[config.mk]
export PLATFORM = sky130hd
export DESIGN_NAME = cam_frame_scaler
export DESIGN_NICKNAME = d
export VERILOG_FILES = /design/src/rtl/cam_frame_scaler_pkg.sv /design/src/rtl/cam_color_bars.sv /design/src/rtl/cam_frame_scaler.sv
export SDC_FILE = /design/constraint.sdc
export NUM_CORES = 1
export LEC_CHECK = 0
export BUFFER_PORTS_ARGS = -buffer_cell sky130_fd_sc_hd__buf_2
export CORE_MARGIN = 1.5
export CORE_UTILIZATION = 51
export CTS_CLUSTER_DIAMETER = 80
export DETAILED_ROUTE_END_ITERATION = 10
export GPL_TIMING_DRIVEN = 0
export PLACE_DENSITY = 0.76
export SETUP_SLACK_MARGIN = 0.3
export SLEW_MARGIN = 20
export SYNTH_ARGS = -nofsm -noshare
export SYNTH_HDL_FRONTEND = slang
export SYNTH_SLANG_ARGS = --single-unit
[constraint.sdc]
create_clock -name clk -period 4.15 [get_ports clk]
set_input_delay 0 -clock clk [delete_from_list [all_inputs] [get_ports clk]]
set_output_delay 0 -clock clk [all_outputs]
set_load 0.01 [all_outputs]
[src/rtl/cam_frame_scaler_pkg.sv]
// Shared constants for the camera read-side scaler: RGB332 colours, colour-bar ROM and
// scale_sel encodings.
package cam_frame_scaler_pkg;

    typedef enum logic [1:0] {
        SCALE_1X  = 2'b00,
        SCALE_2X  = 2'b01,
        SCALE_4X  = 2'b10,
        SCALE_RSV = 2'b11
    } scale_e;

    localparam logic [7:0] RED_VGA   = 8'hE0;
    localparam logic [7:0] GREEN_VGA = 8'h1C;
    localparam logic [7:0] BLUE_VGA  = 8'h03;

    localparam logic [7:0] BAR_WHITE   = 8'hFF;
    localparam logic [7:0] BAR_YELLOW  = 8'hFC;
    localparam logic [7:0] BAR_CYAN    = 8'h1F;
    localparam logic [7:0] BAR_GREEN   = 8'h1C;
    localparam logic [7:0] BAR_MAGENTA = 8'hE3;
    localparam logic [7:0] BAR_RED     = 8'hE0;
    localparam logic [7:0] BAR_BLUE    = 8'h03;
    localparam logic [7:0] BAR_BLACK   = 8'h00;

    // Scale factors are powers of two, so everything downstream uses shifts.
    function automatic logic [1:0] scale_shift(input scale_e s);
        case (s)
            SCALE_2X: scale_shift = 2'd1;
            SCALE_4X: scale_shift = 2'd2;
            default:  scale_shift = 2'd0;
        endcase
    endfunction

    function automatic logic [7:0] bar_color(input logic [2:0] idx);
        case (idx)
            3'd0:    bar_color = BAR_WHITE;
            3'd1:    bar_color = BAR_YELLOW;
            3'd2:    bar_color = BAR_CYAN;
            3'd3:    bar_color = BAR_GREEN;
            3'd4:    bar_color = BAR_MAGENTA;
            3'd5:    bar_color = BAR_RED;
            3'd6:    bar_color = BAR_BLUE;
            default: bar_color = BAR_BLACK;
        endcase
    endfunction

endpackage

[src/rtl/cam_color_bars.sv]
// Eight vertical colour bars for the test-pattern path; only built when
// CAM_FRAME_SCALER_TEST_PATTERN_EN is defined.
`ifdef CAM_FRAME_SCALER_TEST_PATTERN_EN
module cam_color_bars
    import cam_frame_scaler_pkg::*;
#(
    parameter int CAM_X   = 160,
    parameter int RAM_LAT = 1
) (
    input  logic       clk,
    input  logic       rst,
    input  logic       col_start,
    input  logic       col_step,
    output logic [7:0] bar_rgb
);
    localparam int BAR_W = CAM_X / 8;
    localparam int SW    = (BAR_W > 1) ? $clog2(BAR_W) : 1;

    logic [2:0]              bar_q, bar_n;
    logic [SW-1:0]           step_q, step_n;
    logic [RAM_LAT:0][7:0]   rgb_pipe;

    // Bar index for the current pixel, stepped once per BAR_W buffer columns.
    always_comb begin
        bar_n  = bar_q;
        step_n = step_q;
        if (col_start) begin
            bar_n  = '0;
            step_n = '0;
        end else if (col_step) begin
            if (step_q == SW'(BAR_W - 1)) begin
                step_n = '0;
                bar_n  = bar_q + 3'd1;
            end else begin
                step_n = step_q + SW'(1);
            end
        end
    end

    // Colour is delayed to line up with mem_data at the pixel output stage.
    always_ff @(posedge clk or negedge rst) begin
        if (!rst) begin
            bar_q    <= '0;
            step_q   <= '0;
            rgb_pipe <= '0;
        end else begin
            bar_q    <= bar_n;
            step_q   <= step_n;
            rgb_pipe <= {rgb_pipe[RAM_LAT-1:0], bar_color(bar_n)};
        end
    end

    assign bar_rgb = rgb_pipe[RAM_LAT];

endmodule
`endif

[src/rtl/cam_frame_scaler.sv]
// Frame-buffer read address generator and pixel pipeline with 1x/2x/4x upscale.
// Optional test-pattern input under CAM_FRAME_SCALER_TEST_PATTERN_EN.
module cam_frame_scaler
    import cam_frame_scaler_pkg::*;
#(
    parameter int            CAM_X   = 160,
    parameter int            CAM_Y   = 120,
    parameter int            AW      = 15,
    parameter int            DW      = 8,
    parameter int            OFF_X   = 0,
    parameter int            OFF_Y   = 0,
    parameter logic [DW-1:0] FILL    = '0,
    parameter int            RAM_LAT = 1
) (
    input  logic          clk,
    input  logic          rst,
    input  logic [9:0]    posX,
    input  logic [8:0]    posY,
    input  logic [1:0]    scale_sel,
`ifdef CAM_FRAME_SCALER_TEST_PATTERN_EN
    input  logic          pattern_en,
`endif
    output logic [AW-1:0] mem_addr,
    input  logic [DW-1:0] mem_data,
    output logic [DW-1:0] pixel_out,
    output logic          px_valid
);
    localparam logic [AW-1:0] ADDR_FILL = {AW{1'b1}};

    scale_e          scale_q, scale_eff;
    logic [1:0]      shamt, s_minus1;
    logic [2:0]      s_val;
    logic            frame_start, col_start, x_in, y_in, in_win;
    logic [AW-1:0]   col_q, col_n, row_q, row_n, addr_n;
    logic [1:0]      subx_q, subx_n, suby_q, suby_n;
    logic            line_win_q, line_win_n;
    logic [RAM_LAT:0] win_pipe;
    logic [DW-1:0]   pix_src;

    assign frame_start = (posX == 10'd0) && (posY == 9'd0);
    assign col_start   = (posX == 10'(OFF_X));
    assign scale_eff   = frame_start ? scale_e'(scale_sel) : scale_q;
    assign shamt       = scale_shift(scale_eff);
    assign s_val       = 3'd1 << shamt;
    assign s_minus1    = 2'(s_val - 3'd1);

    // Positions left of / above the window wrap to huge values, so one compare suffices.
    assign x_in   = (12'(posX) - 12'(OFF_X)) < (12'(CAM_X) << shamt);
    assign y_in   = (12'(posY) - 12'(OFF_Y)) < (12'(CAM_Y) << shamt);
    assign in_win = x_in && y_in;

    always_comb begin
        col_n  = col_q;
        subx_n = subx_q;
        if (col_start) begin
            col_n  = '0;
            subx_n = '0;
        end else if (x_in) begin
            if (subx_q == s_minus1) begin
                subx_n = '0;
                col_n  = col_q + AW'(1);
            end else begin
                subx_n = subx_q + 2'd1;
            end
        end
    end

    // Line counters only move at the start of each scanned line.
    always_comb begin
        row_n      = row_q;
        suby_n     = suby_q;
        line_win_n = line_win_q;
        if (posX == 10'd0) begin
            line_win_n = y_in;
            if (posY == 9'(OFF_Y)) begin
                row_n  = '0;
                suby_n = '0;
            end else if (line_win_q) begin
                if (suby_q == s_minus1) begin
                    suby_n = '0;
                    row_n  = row_q + AW'(CAM_X);
                end else begin
                    suby_n = suby_q + 2'd1;
                end
            end
        end
    end

    assign addr_n = row_n + col_n;

`ifdef CAM_FRAME_SCALER_TEST_PATTERN_EN
    logic [7:0] bar_rgb;
    logic       col_step;

    assign col_step = x_in && !col_start && (subx_q == s_minus1);

    cam_color_bars #(
        .CAM_X   (CAM_X),
        .RAM_LAT (RAM_LAT)
    ) u_bars (
        .clk       (clk),
        .rst       (rst),
        .col_start (col_start),
        .col_step  (col_step),
        .bar_rgb   (bar_rgb)
    );

    assign pix_src = pattern_en ? DW'(bar_rgb) : mem_data;
`else
    assign pix_src = mem_data;
`endif

    always_ff @(posedge clk or negedge rst) begin
        if (!rst) begin
            scale_q    <= SCALE_1X;
            col_q      <= '0;
            subx_q     <= '0;
            row_q      <= '0;
            suby_q     <= '0;
            line_win_q <= 1'b0;
            mem_addr   <= ADDR_FILL;
            win_pipe   <= '0;
            pixel_out  <= '0;
            px_valid   <= 1'b0;
        end else begin
            scale_q    <= scale_eff;
            col_q      <= col_n;
            subx_q     <= subx_n;
            row_q      <= row_n;
            suby_q     <= suby_n;
            line_win_q <= line_win_n;
            mem_addr   <= in_win ? addr_n : ADDR_FILL;
            win_pipe   <= {win_pipe[RAM_LAT-1:0], in_win};
            pixel_out  <= win_pipe[RAM_LAT] ? pix_src : FILL;
            px_valid   <= win_pipe[RAM_LAT];
        end
    end

endmodule

==> metrics.cfg <==
[logic_synthesis]
ys_top_cells_by_count=dfrtp_1, nor2_1, ha_1, nand2_1, o21ai_0
synth.distinct_cells=57
async_reset_ff_frac=1.000
yosys.area.top_type=dfrtp_1
yosys.area_share.simple=0.2054
synth-adder-area-share=0.1099
synth_top_area_frac=0.3447
synth_top_family_by_area=simple AND/OR/NAND/NOR gates
synth_edf_count=0
netlist_instances=338
ys_seq_area_frac=0.4578
synth_flop_cell=dfrtp_1
syn-num-nets=399
synth.most_common_cell=dfrtp_1
synth_xor_area_frac=0.07720
synth_area_leaders=dfrtp_1, dfstp_2, ha_1
yosysWarnings=0
synth_compound_area_frac=0.1099
synth-seq-cells=63
synth_area_per_cell_um2=10.31
muxShareOfSynthArea=0.01472
syn_area_mm2=0.003485

[sta]
min_period_ps=4300
worst_slack_ps=-150.4
timing.fmax_mhz=232.5
hold_viol_final=0
max-slew-margin-rel=0.4769
fin_crit_sh=1.036
finalSetupViolations=7
skew_ps=9.196
slew_violations=0
tightest_slew_ps=784.7
rsz0062_at_grt=yes

[drt]
drc=5
ant_nets=0
drt-wirelength-per-cell_um=15.06
wirelength_mm=7.922
first_iter_violations=77
vias=2840
drt_pass1_iterations=7
viasPerCell=5.399

[setup_path]
path_cells=buf_2, nor4_2, nand3_1, nor2_4, mux2_4, ha_4, inv_4, ha_4, o211ai_1, a211oi_2, buf_4, buf_6, nand4bb_4, xor2_1, nor2_1, ha_1, nor2b_4, o31a_1, nor3_2, o21ai_2, a221oi_2, xor3_1, nand2_1
crit_fanout=4
cp_data_required_time_ps=4430
critPathMaxStageDelay_ps=370
start_kind=input pin
crit_type=in2reg
cp_top_family=simple AND/OR/NAND/NOR gates
crit_top_cell=ha_4
crit_slowest_cell=a211oi_2
cp_num_buf_inv=4
cp.arrival_ps=4580
cp-end-kind=flip-flop

[final_layout]
final_util=0.7203
diodes=0
area_delta_synth_final_pct=33.50
fin_nets=505
drive_gt1_frac=0.3808
fillers=460

[floorplanning]
core_area_mm2=0.006459
die_h_um=85.66
die_area_mm2=0.007338
die_x_um=85.66
start_util=0.5395
num_rows=29
io_pins=55

[grt]
grt_antenna_before_repair=0
grt_pass1_vias=2879
grt.overflow.total=0
grt_max_degree=64
track_usage=0.2271
grt_pass1_wl_mm=12.97

[clocking]
clkSlewWorstSetupHoldPaths_ps=80
cts_buffers=9
cts_tree=yes
clk_latency_ps=340
clockBufferDepth=2
htreeDepth=3
cts-root-buf=clkbuf_8
cts.sinks=63

[power]
peakVddDrop_mv=0.3763
p_per_area_mw_per_mm2=334.9
leakagePower_nw=2.256

[worst_hold_path]
hold_path_class=in2reg

[job]
drv_cap=0

[placement]
hpwlAfterDp_mm=5.183
port_buffers=54
dp_slack_ps=-1056
gp_congestion=0.8689

[outcome]
outcome=finished, violations left
violations=design-rule violations, negative setup slack

## placed cells by master, fill, tap and decap left out, types with 6 or more instances in the layout
cell type / synthesis / layout
dfstp_2: 15 / 15
o21ai_0: 18 / 11
and2_1: 9 / 9
buf_2: 4 / 55
buf_4: 1 / 29
a21oi_2: 0 / 6
nand2_1: 20 / 19
nor2_1: 34 / 32
ha_1: 29 / 22
clkbuf_8: 0 / 9
dlygate4sd3_1: 0 / 11
nand3_1: 12 / 11
xnor2_1: 11 / 9
a21o_1: 7 / 7
and3_1: 9 / 8
dfrtp_1: 48 / 48
o21a_1: 7 / 7
nor2b_1: 7 / 6
a21oi_1: 16 / 10
inv_1: 14 / 11
xor2_1: 17 / 17
## per-stage QoR
stage	cells	hold WS, ps	setup TNS [ps]	cell area (um^2)	power [mW]
after floorplan	338	-295.6	-378.2	3572	0.8623
after global placement	469	212.4	-6329	3939	0.9315
after detailed placement	469	138.2	-7555	3941	0.9417
after CTS	517	170.4	-266.6	4501	1.539
after global routing	526	207.8	-1945	4652	1.637
final	526	174.7	-385.6	4652	1.558
## area by class of cell
class | instances | area (um^2) | area share
multi-input cells | 254 | 2037 | 0.4379
plain buffers | 7 | 41.29 | 0.008876
inverters | 14 | 55.05 | 0.01183
well taps | 77 | 96.34 | 0.02071
clock buffers | 9 | 123.9 | 0.02663
flip-flops and latches | 63 | 1595 | 0.3429
clock inverters | 7 | 73.82 | 0.01587
repair buffers | 95 | 629.4 | 0.1353
## worst paths after layout
| path | end | slack (ps) | depth (start not counted) | start |
|---|---|---|---|---|
| max in group asynchronous | subx_q[1]$_DFFE_PN0P_ | 3340 | 2 | rst |
| hold / removal | line_win_q$_DFFE_PN0N_ | 170 | 4 | posY[6] |
| setup / recovery | mem_addr[14]$_DFF_PN1_ | -150 | 23 | posY[3] |
| setup reg to reg | mem_addr[14]$_DFF_PN1_ | 80 | 19 | scale_q[1]$_DFF_PN0_ |
| min in group asynchronous | row_q[0]$_DFF_PN0_ | 290 | 2 | rst |
| hold reg to reg | win_pipe[1]$_DFF_PN0_ | 350 | 0 | win_pipe[0]$_DFF_PN0_ |
## worst reg2reg max path: stages (launching register included)
cell and delay, ps:
dfrtp_1 360, mux2_4 310, ha_4 290, inv_4 40
ha_4 240, o211ai_1 100, a211oi_2 370, buf_4 180
buf_6 80, nand4bb_4 140, xor2_1 160, nor2_1 80
ha_1 340, nor2b_4 140, o31a_1 330, nor3_2 150
o21ai_2 110, a221oi_2 250, xor3_1 260, nand2_1 80
## report_power, final
part           switching, mW  internal [mW]
registers             0.0324          0.663
logic                  0.161          0.176
clock network          0.247          0.278
total                  0.440           1.12
## state kept, by name, summed over array words and instances, names as in the netlist
signal and count:
col_q 15, line_win_q 1, mem_addr 15, pixel_out 8, px_valid 1, row_q 15
scale_q 2, subx_q 2, suby_q 2, win_pipe 2
## cell families after synthesis
group                      after synthesis
muxes                                    5
DFF                                     63
AOI/OAI and AO/OA                       62
buffers and inverters                   21
xor gates and xnor gates                29
and+or+nand+nor                        128
adders and majority gates               30
## timing repair
item / CTS / global route
buffers inserted: 21 / 9
gates resized for setup: 21 / 21
setup endpoints to repair: 11 / 11
cloned: 0 / 0
pin swaps: 28 / 21
hold buffers: 11 / 0
endpoints found under the hold margin: 58 / 0
## routing by layer
| layer | routed length (um) | vias to the layer above | track usage |
|---|---|---|---|
| li1 | - | 1402 | - |
| met1 | 3567 | 1385 | 0.2864 |
| met2 | 4026 | 46 | 0.3923 |
| met3 | 255 | 7 | 0.04235 |
| met4 | 72 | 0 | 0.07918 |
| met5 | 0 | - | 0 |
Note: power is estimated with default switching activity, not from simulation.
